$ cat config.mk
export PLATFORM = sky130hd
export DESIGN_NAME = libv_deque_cmd_issuer
export DESIGN_NICKNAME = d
export VERILOG_FILES = /design/src/rtl/libv_deque_pkg.sv /design/src/rtl/libv_deque_rsp_slot.sv /design/src/rtl/libv_deque_cmd_issuer.sv
export SDC_FILE = /design/constraint.sdc
export NUM_CORES = 1
export LEC_CHECK = 0
export BUFFER_PORTS_ARGS = -buffer_cell sky130_fd_sc_hd__buf_2
export CORE_MARGIN = 5
export CORE_UTILIZATION = 38
export DETAILED_ROUTE_END_ITERATION = 12
export PLACE_DENSITY = 0.76
export SYNTH_ARGS = -nofsm -noshare
export SYNTH_HDL_FRONTEND = slang
export SYNTH_SLANG_ARGS = --single-unit
$ cat constraint.sdc
create_clock -name clk -period 2.15 [get_ports clk]
set_clock_uncertainty 0.2 [all_clocks]
set_input_delay 0.1075 -clock clk [delete_from_list [all_inputs] [get_ports clk]]
set_output_delay 0.1075 -clock clk [all_outputs]
set_load 0.1 [all_outputs]
$ cat src/rtl/libv_deque_pkg.sv
// Shared opcode and port encodings for the deque command interface.
package libv_deque_pkg;

    typedef enum logic [1:0] {
        PushFront = 2'd0,
        PopFront  = 2'd1,
        PushBack  = 2'd2,
        PopBack   = 2'd3
    } cmd_t;

    typedef enum logic {
        PortFront = 1'b0,
        PortBack  = 1'b1
    } port_t;

    function automatic port_t other_port(input port_t p);
        return (p == PortFront) ? PortBack : PortFront;
    endfunction

endpackage

$ cat src/rtl/libv_deque_rsp_slot.sv
// Single-entry valid/ready holding register for captured pop data.
module libv_deque_rsp_slot #(
    parameter int unsigned W = 32
) (
    input  logic         clk,
    input  logic         rst,
    input  logic         load,
    input  logic [W-1:0] load_data,
    input  logic         rdy,
    output logic         vld,
    output logic [W-1:0] data,
    output logic         can_accept
);

    // A new load may overwrite an entry that is being consumed in the same cycle.
    assign can_accept = !vld || rdy;

    always_ff @(posedge clk or posedge rst) begin
        if (rst) begin
            vld  <= 1'b0;
            data <= '0;
        end else if (load) begin
            vld  <= 1'b1;
            data <= load_data;
        end else if (rdy) begin
            vld  <= 1'b0;
        end
    end

endmodule

$ cat src/rtl/libv_deque_cmd_issuer.sv
// Arbitrates FRONT/BACK requesters onto one deque command channel, tracking
// occupancy locally and holding pop data in one response slot per port.
module libv_deque_cmd_issuer
    import libv_deque_pkg::*;
#(
    parameter int unsigned W = 32,
    parameter int unsigned N = 8
) (
    input  logic                    clk,
    input  logic                    rst,

    input  logic                    front_req_vld,
    input  logic                    front_req_pop,
    input  logic [W-1:0]            front_req_data,
    output logic                    front_req_rdy,
    output logic                    front_rsp_vld,
    output logic [W-1:0]            front_rsp_data,
    input  logic                    front_rsp_rdy,

    input  logic                    back_req_vld,
    input  logic                    back_req_pop,
    input  logic [W-1:0]            back_req_data,
    output logic                    back_req_rdy,
    output logic                    back_rsp_vld,
    output logic [W-1:0]            back_rsp_data,
    input  logic                    back_rsp_rdy,

    output logic                    cmd_vld,
    output cmd_t                    cmd_op,
    output logic [W-1:0]            cmd_push_data,
    input  logic [W-1:0]            cmd_pop_data,

    output logic [$clog2(N+1)-1:0]  occ_r,
    output logic                    empty_r,
    output logic                    full_r
);

    localparam int unsigned OW = $clog2(N + 1);

    port_t         rr_r;
    port_t         rr_nxt;
    logic [OW-1:0] occ_nxt;

    logic front_elig;
    logic back_elig;
    logic grant_front;
    logic grant_back;
    logic front_can_accept;
    logic back_can_accept;

    // State registers: round-robin pointer and occupancy with registered flags.
    always_ff @(posedge clk or posedge rst) begin
        if (rst) begin
            rr_r    <= PortFront;
            occ_r   <= '0;
            empty_r <= 1'b1;
            full_r  <= 1'b0;
        end else begin
            rr_r    <= rr_nxt;
            occ_r   <= occ_nxt;
            empty_r <= (occ_nxt == OW'(0));
            full_r  <= (occ_nxt == OW'(N));
        end
    end

    // Eligibility, arbitration, command drive and next occupancy.
    always_comb begin
        front_elig    = 1'b0;
        back_elig     = 1'b0;
        grant_front   = 1'b0;
        grant_back    = 1'b0;
        rr_nxt        = rr_r;
        cmd_vld       = 1'b0;
        cmd_op        = PushFront;
        cmd_push_data = '0;
        occ_nxt       = occ_r;

        // Commands are suppressed while reset is held so the deque sees no strobe.
        if (!rst) begin
            front_elig = front_req_vld &&
                         (front_req_pop ? (!empty_r && front_can_accept) : !full_r);
            back_elig  = back_req_vld &&
                         (back_req_pop ? (!empty_r && back_can_accept) : !full_r);
        end

        if (front_elig && back_elig) begin
            grant_front = (rr_r == PortFront);
            grant_back  = (rr_r == PortBack);
            rr_nxt      = other_port(rr_r);
        end else begin
            grant_front = front_elig;
            grant_back  = back_elig;
        end

        if (grant_front) begin
            cmd_vld       = 1'b1;
            cmd_op        = front_req_pop ? PopFront : PushFront;
            cmd_push_data = front_req_data;
            occ_nxt       = front_req_pop ? (occ_r - OW'(1)) : (occ_r + OW'(1));
        end else if (grant_back) begin
            cmd_vld       = 1'b1;
            cmd_op        = back_req_pop ? PopBack : PushBack;
            cmd_push_data = back_req_data;
            occ_nxt       = back_req_pop ? (occ_r - OW'(1)) : (occ_r + OW'(1));
        end
    end

    assign front_req_rdy = grant_front;
    assign back_req_rdy  = grant_back;

    libv_deque_rsp_slot #(.W(W)) u_front_slot (
        .clk        (clk),
        .rst        (rst),
        .load       (grant_front && front_req_pop),
        .load_data  (cmd_pop_data),
        .rdy        (front_rsp_rdy),
        .vld        (front_rsp_vld),
        .data       (front_rsp_data),
        .can_accept (front_can_accept)
    );

    libv_deque_rsp_slot #(.W(W)) u_back_slot (
        .clk        (clk),
        .rst        (rst),
        .load       (grant_back && back_req_pop),
        .load_data  (cmd_pop_data),
        .rdy        (back_rsp_rdy),
        .vld        (back_rsp_vld),
        .data       (back_rsp_data),
        .can_accept (back_can_accept)
    );

    // Eligibility gating makes overflow unreachable.
    occ_bound_a: assert property (@(posedge clk) disable iff (rst) occ_r <= OW'(N));

endmodule

; ---- Word level (Yosys, flattened, before mapping)
; Index checks and enable logic that the tools add are counted.
[op_classes]
eq_ne = 1
mux = 23
bitwise_logic = 1
addsub = 2
n_reduce_logical = 16
[ops]
columns = op, n
row1 = $mux 32, 2
row2 = $mux 4, 4
row3 = $mux 1, 15
row4 = $logic_and 1x1->1, 7
row5 = $add 4x1->4 const B, 1
row6 = $eq 4x4->1 const B, 1
row7 = $logic_not 1->1, 4
row8 = $logic_not 4->1, 1
row9 = $mux 2, 2
row10 = $reduce_bool 2->1, 2
row11 = $sub 4x1->4 const B, 1
row12 = $logic_or 1x1->1, 2
row13 = $not 1->1, 1
[word_totals]
reg_bits = 73
in_bits = 104
elab_cells = 51
out_inout_bits = 109

; ---- Logic depth before layout (Yosys ltp)
; Gate-level depths: netlist of the first run.
[logic_depth]
depth_word = 11
ltp_mapped = 8
ltp_nobuf = 6

; ---- Modules after synthesis
; A second synthesis of the first run with hierarchy kept.
[hier_totals]
cells_unflattened = 254
hier_area_um2 = 3722.3
[by_module_without_submodules]
columns = module, area_per_inst_um2, cells_per_inst, n_inst
row1 = libv_deque_rsp_slot, 1382.6, 72, 2
row2 = libv_deque_cmd_issuer, 957.2, 110, 1

; ---- Worst setup path before layout of the first run
; OpenSTA, ideal clock, no wires.
[synth_path]
path_kind = reg-to-output
from = register u_front_slot.vld
to = output cmd_op[1]
required_time_ns = 1.842
path_buffers = 0
arrival_ns = 3.790
setup_slack_ns = -1.948
stages_incl_launch_ff = 4
path_cell_list = dfrtp_1 nor2b_1 o21ai_1 a311oi_1
[synth_via]
elab_chain_cells = 10
word_cells_on_any_way = 11
[synth_lines]
columns = element, line_no
row1 = "start, declared", libv_deque_rsp_slot.sv:10  ; output logic vld,
row2 = "start signal, assigned", libv_deque_rsp_slot.sv:20  ; vld <= 1'b0;
row3 = "start signal, assigned", libv_deque_rsp_slot.sv:23  ; vld <= 1'b1;
row4 = "start signal, assigned", libv_deque_rsp_slot.sv:26  ; vld <= 1'b0;
row5 = $logic_not 1->1 *, libv_deque_rsp_slot.sv:16  ; assign can_accept = !vld || rdy;
row6 = $logic_or 1x1->1 *, libv_deque_rsp_slot.sv:16
row7 = $logic_and 1x1->1 *, libv_deque_cmd_issuer.sv:81  ; (front_req_pop ? (!empty_r && front_can_accept) : !full_r);
row8 = $mux 1 *, libv_deque_cmd_issuer.sv:81
row9 = $logic_and 1x1->1 *, libv_deque_cmd_issuer.sv:80  ; front_elig = front_req_vld &&
row10 = $mux 1 *, libv_deque_cmd_issuer.sv:79  ; if (!rst) begin
row11 = $logic_and 1x1->1, libv_deque_cmd_issuer.sv:86  ; if (front_elig && back_elig) begin
row12 = $mux 1, libv_deque_cmd_issuer.sv:86
row13 = $mux 2, libv_deque_cmd_issuer.sv:100  ; end else if (grant_back) begin
row14 = $mux 2 *, libv_deque_cmd_issuer.sv:95  ; if (grant_front) begin
row15 = "end, declared", libv_deque_cmd_issuer.sv:29  ; output cmd_t cmd_op,
; Mark *: on every way between the ends. The rest lies on a longest branch, timed or not.

; ---- Worst setup path in the final report of the first run
[layout_path]
from = register full_r
to = output cmd_push_data[14]
[layout_via]
elab_chain_cells = 8
word_cells_on_any_way = 12
[layout_lines]
columns = element, line_no
row1 = "start, declared", libv_deque_cmd_issuer.sv:35  ; output logic full_r
row2 = "start signal, assigned", libv_deque_cmd_issuer.sv:62  ; full_r <= (occ_nxt == OW'(N));
row3 = $logic_not 1->1 *, "libv_deque_cmd_issuer.sv:81, libv_deque_cmd_issuer.sv:83"
row4 = "$mux 1, on equally long branches", "libv_deque_cmd_issuer.sv:81, libv_deque_cmd_issuer.sv:83"
row5 = "$logic_and 1x1->1, on equally long branches", "libv_deque_cmd_issuer.sv:80, libv_deque_cmd_issuer.sv:82"
row6 = $mux 1, libv_deque_cmd_issuer.sv:79
row7 = $logic_and 1x1->1, libv_deque_cmd_issuer.sv:86
row8 = $mux 1, libv_deque_cmd_issuer.sv:86
row9 = $mux 32, libv_deque_cmd_issuer.sv:100
row10 = $mux 32 *, libv_deque_cmd_issuer.sv:95
row11 = "end, declared", libv_deque_cmd_issuer.sv:30  ; output logic [W-1:0] cmd_push_data,
; Marked as above.

==> results of run 1 <==
## area by class of cell
| class | count | area share |
|---|---|---|
| timing repair buffer | 284 | 0.389 |
| inverter | 8 | 0.00520 |
| antenna | 1 | 0.000385 |
| sequential | 73 | 0.283 |
| multi-input combinational | 142 | 0.272 |
| clock buffer | 9 | 0.0191 |
| clock inverter | 7 | 0.0108 |
| tap | 108 | 0.0208 |
## worst max-delay path: stages, from the launching register on
cell       delay (ps)
dfrtp_2           450
a211oi_4          250
buf_6             140
a311oi_4           90
buf_6             190
clkbuf_16         180
a22o_4            250
buf_12            160
## metal layers
| layer | wire, um | share of wire | track usage |
|---|---|---|---|
| met1 | 3790 | 0.31 | 0.204 |
| met2 | 7050 | 0.57 | 0.430 |
| met3 | 1230 | 0.10 | 0.0771 |
| met4 | 238 | 0.019 | 0.0827 |
| met5 | 0 | 0 | 0 |
## final timing paths
path | start | to | slack (ps) | cells past startpoint
setup / recovery | full_r | cmd_push_data[14] | -220 | 7
hold / removal | rst | rr_r | 70 | 5
setup reg to reg | full_r | full_r | -150 | 8
hold reg to reg | u_back_slot.data[12] | u_back_slot.data[12] | 310 | 1
max in group asynchronous | rst | occ_r[0] | 1110 | 4
min in group asynchronous | rst | rr_r | 280 | 4
## repair_timing
item	in CTS	in global routing
setup buffers	10	5
pin swaps	7	4
hold buffers	34	1
cloned	4	4
hold endpoints to repair	138	1
resized for setup	17	11
endpoints found under the setup margin	65	97
## kinds of logic (layout without fill, tap and decap cells)
group | Yosys count | count (layout) | share of synthesized area
AOI/OAI and AO/OA | 49 | 49 | 0.130
xor gates and xnor gates | 4 | 4 | 0.0106
adders and majority gates | 2 | 2 | 0.00758
buffers and inverters | 24 | 308 | 0.0353
DFF | 73 | 73 | 0.554
muxes | 66 | 66 | 0.225
other | 0 | 1 | 0
and+or+nand+nor | 21 | 21 | 0.0368
## Yosys cell counts
library cell  number  area [um^2]
a221oi_2           1         15.0
nand2_2            2         12.5
inv_2              1         3.75
ha_1               2         25.0
nor4b_2            1         15.0
o21ai_1            1         5.00
nand4_1            1         6.26
a311oi_1           1         8.76
nor4_1             1         6.26
dfstp_2            1         26.3
xnor2_1            3         26.3
nand2b_1           3         18.8
o21ai_0            1         5.00
nor2_1             4         15.0
nand2_1            2         7.51
inv_1              7         26.3
buf_4              3         22.5
a311oi_2           1         15.0
a221oi_1           1         8.76
o211a_1            1         10.0
a22oi_2            1         12.5
a22oi_1            2         15.0
nor2b_1            3         18.8
o21a_1             1         7.51
mux2_2            66          743
and2_1             1         6.26
a21oi_1            4         20.0
a211oi_4           1         20.0
buf_2              6         30.0
nor3_1             1         5.00
xor2_1             1         8.76
a21o_1             1         7.51
clkbuf_1           6         22.5
nand3_1            2         10.0
buf_6              1         11.3
dfrtp_1           72         1800
a22o_1            32          280
## flip-flops by register name, indices dropped and copies added, names as in the netlist
register and flops:
u_front_slot.vld 1, rr_r 1, u_front_slot.data 32, full_r 1, u_back_slot.data 32, occ_r 4, empty_r 1, u_back_slot.vld 1
## stage by stage
stage	hold WS, ps	util
CTS	-134	0.733
finish	66.3	0.756
floorplan	57.9	-
detailed placement	82.8	0.638
global route	85.4	0.756
global placement	77.3	0.638
==> impl_metrics.json, run 1 <==
{
  "result_of_the_run": "finished, violations left",
  "violations": "negative setup slack",
  "synth.cell_area_mm2": 0.00330,
  "clk-insertion-delay-late_ps": 340,
  "layout_commonest_cell": "buf_2",
  "hold_viol_final": 0,
  "clock_path_buffers": 2,
  "layout_min_cycle_time_ps": 2370,
  "grt_pass1_wl_um": 17600,
  "port_buffers": 212,
  "first_global_vias": 3404,
  "layout.cells.non_filler": 632,
  "timing.critical_path.from_type": "flip-flop",
  "pre_cts_ws_ps": -27.9,
  "layout.cell_area.non_filler_mm2": 0.00650,
  "max_slew.worst_pin.slew_ps": 532,
  "antenna_found_initial": 1,
  "route.detailed.wl_per_inst_um": 19.5,
  "dr_pass1_iterations": 4,
  "area.sequential_mm2": 0.00184,
  "post_detailed_route_via_to_cell_ratio": 4.94,
  "core.rowCount": 34,
  "finalSetupTns_ps": -7310,
  "die_w_um": 103,
  "syn2layout_area_growth_pct": 97.0,
  "period_share": 1.10,
  "count_of_placed_standard_cells_including_taps": 557,
  "critical_path.max_fanout": 8,
  "clk_pin_slew_ps": 90,
  "dr.first_iter.drc_count": 35,
  "gp_routability_congestion": 0.808,
  "start_util": 0.384,
  "pin_count_of_the_biggest_net_entering_global_routing": 74,
  "setup.worst_path.end_class": "primary output",
  "footprint_of_the_multi_input_gates_mm2": 0.00177,
  "vias": 3123,
  "cts.sink_count": 73,
  "post_route_cells_drive_above_1_share": 0.750,
  "worst-setup-path-type": "flip-flop to primary output",
  "die_area_mm2": 0.0106,
  "tritoncts": "done",
  "grt.total_usage": 0.219,
  "slew_violations": 0,
  "core_area_mm2": 0.00859,
  "ys_seq_area_frac": 0.554,
  "final_net_count": 624,
  "routed_wl_um": 12300,
  "placed_area_mm2": 0.00548,
  "total_half_perimeter_wirelength_after_legalization_and_detailed_placement_um": 8020,
  "max-slew-margin-rel": 0.648,
  "setup_slack_ps": -222,
  "max_clock_freq_ghz": 0.422,
  "final_cell_mix": "175 x buf_2, 66 x dfrtp_1, 65 x mux2_2, 43 x buf_12, 35 x dlygate4sd3_1",
  "cts-buffers-inserted": 9,
  "hold_class": "primary input to flip-flop",
  "syn-num-nets": 345,
  "grt_remaining_overflow": 0,
  "design.portCount": 213,
  "unrepaired_setup_endpoints_after_global_routing": "yes",
  "num-fill-cells": 558,
  "count_of_max_cap_constraint_violations": 0,
  "setup_viol": 54,
  "cts-htree-levels": 3,
  "worst-endpoint-required_ps": 1840,
  "number_of_synthesized_register_bits": 73,
  "yosysWarnings": 0,
  "remaining_drc_errors": 0,
  "synth_cell_types": 37,
  "timing.critical_path.arrival_ps": 2060,
  "ctsRootBufferMaster": "clkbuf_8",
  "synthesis.instances": 239,
  "syn-mean-instance-area_um2": 13.8,
  "ant_nets": 0,
  "fp.dieH_um": 103
}
Power of run 1 is not shown: default switching activity piles up to over one toggle a cycle in this logic, so the estimate is an artifact.
==> inputs of run 2 (changes only) <==
--- a/config.mk
+++ b/config.mk
@@ -9,7 +9,7 @@
 export CORE_MARGIN = 5
 export CORE_UTILIZATION = 38
 export DETAILED_ROUTE_END_ITERATION = 12
-export PLACE_DENSITY = 0.76
+export PLACE_DENSITY = 0.83
 export SYNTH_ARGS = -nofsm -noshare
 export SYNTH_HDL_FRONTEND = slang
 export SYNTH_SLANG_ARGS = --single-unit
==> run 2 against run 1 <==
Against the previous run: the flow still finishes with violations (negative setup slack); final area is 1.3% higher; flip-flop and latch count is the same; setup slack lost 56 ps; critical path depth grew 1; largest cell class unchanged; via count is 5.4% higher; wire length grew 8.9%; die area stayed put; first-iteration DRC count is 69% higher; sequential share of layout area down 0.36 points; count of clock-buffer cells in the layout up 1; global-route usage is 1.8 points higher; final cell count rose by 1.6%.
==> impl_metrics.json, run 2 (same netlist as run 1, synthesis figures left out) <==
{
  "fp.dieH_um": 103,
  "port_buffers": 212,
  "pin_count_of_the_biggest_net_entering_global_routing": 74,
  "layout_commonest_cell": "buf_2",
  "routed_wl_um": 13400,
  "critical_path.max_fanout": 10,
  "setup.worst_path.end_class": "primary output",
  "remaining_drc_errors": 0,
  "period_share": 1.13,
  "cts.sink_count": 73,
  "hold_start": "rst",
  "cts-buffers-inserted": 9,
  "cts-htree-levels": 3,
  "grt_remaining_overflow": 0,
  "syn2layout_area_growth_pct": 99.5,
  "hold_viol_final": 0,
  "worst-setup-path-type": "flip-flop to primary output",
  "dr_pass1_iterations": 4,
  "count_of_placed_standard_cells_including_taps": 559,
  "hold_class": "primary input to flip-flop",
  "max-slew-margin-rel": 0.653,
  "antenna_cells_inserted": 0,
  "design.portCount": 213,
  "max_clock_freq_ghz": 0.412,
  "setup_slack_ps": -278,
  "antenna_found_initial": 0,
  "clock_path_buffers": 2,
  "placed_area_mm2": 0.00547,
  "clk-insertion-delay-late_ps": 330,
  "final_net_count": 635,
  "ant_nets": 0,
  "clk_pin_slew_ps": 80,
  "core_area_mm2": 0.00859,
  "start_util": 0.384,
  "worst_setup_path_startpoint": "u_back_slot.vld",
  "grt_pass1_wl_um": 19100,
  "r2r_start": "full_r",
  "total_half_perimeter_wirelength_after_legalization_and_detailed_placement_um": 8870,
  "max_slew.worst_pin.slew_ps": 524,
  "grt.total_usage": 0.237,
  "top_regs": "u_back_slot.data: 32 flops, u_front_slot.data: 32 flops, occ_r: 4 flops",
  "violations": "negative setup slack",
  "core.rowCount": 34,
  "result_of_the_run": "finished, violations left",
  "unrepaired_setup_endpoints_after_global_routing": "yes",
  "post_detailed_route_via_to_cell_ratio": 5.13,
  "footprint_of_the_multi_input_gates_mm2": 0.00178,
  "layout.cells.non_filler": 642,
  "route.detailed.wl_per_inst_um": 20.9,
  "layout_min_cycle_time_ps": 2430,
  "vias": 3293,
  "post_route_cells_drive_above_1_share": 0.755,
  "area.sequential_mm2": 0.00184,
  "timing.critical_path.arrival_ps": 2120,
  "num-fill-cells": 506,
  "ctsRootBufferMaster": "clkbuf_8",
  "timing.critical_path.from_type": "flip-flop",
  "dr.first_iter.drc_count": 59,
  "tritoncts": "done",
  "final_cell_mix": "175 x buf_2, 66 x mux2_2, 66 x dfrtp_1, 45 x buf_12, 35 x dlygate4sd3_1",
  "gp_routability_congestion": 0.829,
  "die_w_um": 103,
  "setup_viol": 79,
  "count_of_max_cap_constraint_violations": 0,
  "worst-endpoint-required_ps": 1840,
  "slew_violations": 0,
  "final_core_util": 0.766,
  "layout.cell_area.non_filler_mm2": 0.00658,
  "first_global_vias": 3595,
  "die_area_mm2": 0.0106
}
[run 2: cell types whose count changed in the layout (fill, tap and decap cells not counted), moves of 2 or more]
cell,delta
buf_16,-2
buf_4,+4
clkbuf_16,-2
buf_12,+2
buf_6,+8
clkinv_2,+2
[run 2: worst paths after layout]
path | end | slack (ps) | depth (start not counted)
hold / removal | rr_r | 160 | 5
min in group asynchronous | rr_r | 320 | 4
setup reg to reg | full_r | -200 | 8
max in group asynchronous | u_back_slot.vld | 1090 | 4
setup / recovery | cmd_push_data[21] | -280 | 8
hold reg to reg | u_back_slot.data[13] | 300 | 1
[run 2: area by class of cell]
class / instances / share of cell area
clock buffers: 10 / 0.0194
clock inverters: 6 / 0.00989
flip-flops and latches: 73 / 0.279
well taps: 108 / 0.0205
multi-input cells: 142 / 0.270
repair buffers: 295 / 0.395
inverters: 8 / 0.00551
[run 2: repair_timing]
action	CTS	global route
pin swaps	5	5
endpoints found under the hold margin	138	0
resized for setup	31	22
setup buffers	12	16
hold buffers	35	0
cloned	4	2
endpoints found under the setup margin	37	102
[run 2: critical path: stages, from the launching register on]
cell and delay (ps):
dfrtp_2 400, nor2b_4 130, o21a_4 210, a311oi_4 280, buf_6 180, buf_6 120, buf_12 140, a22o_4 160
buf_12 170
[run 2: routing by layer]
layer	part of all wire	wire, um	GRT usage
met4	0.045	599	0.0946
met5	0	0	0
met2	0.55	7400	0.463
met1	0.31	4180	0.225
met3	0.091	1230	0.0778
[run 2: per-stage QoR]
step	hold WS, ps	setup TNS [ps]	setup WS, ps
detailed placement	88.8	-17.3	-14.6
global placement	72.3	0	63.8
global route	160	-16330	-347
finish	162	-10190	-278
CTS	101	-7610	-241
floorplan	57.9	-15700	-186
Power of run 2 is left out for the same reason.
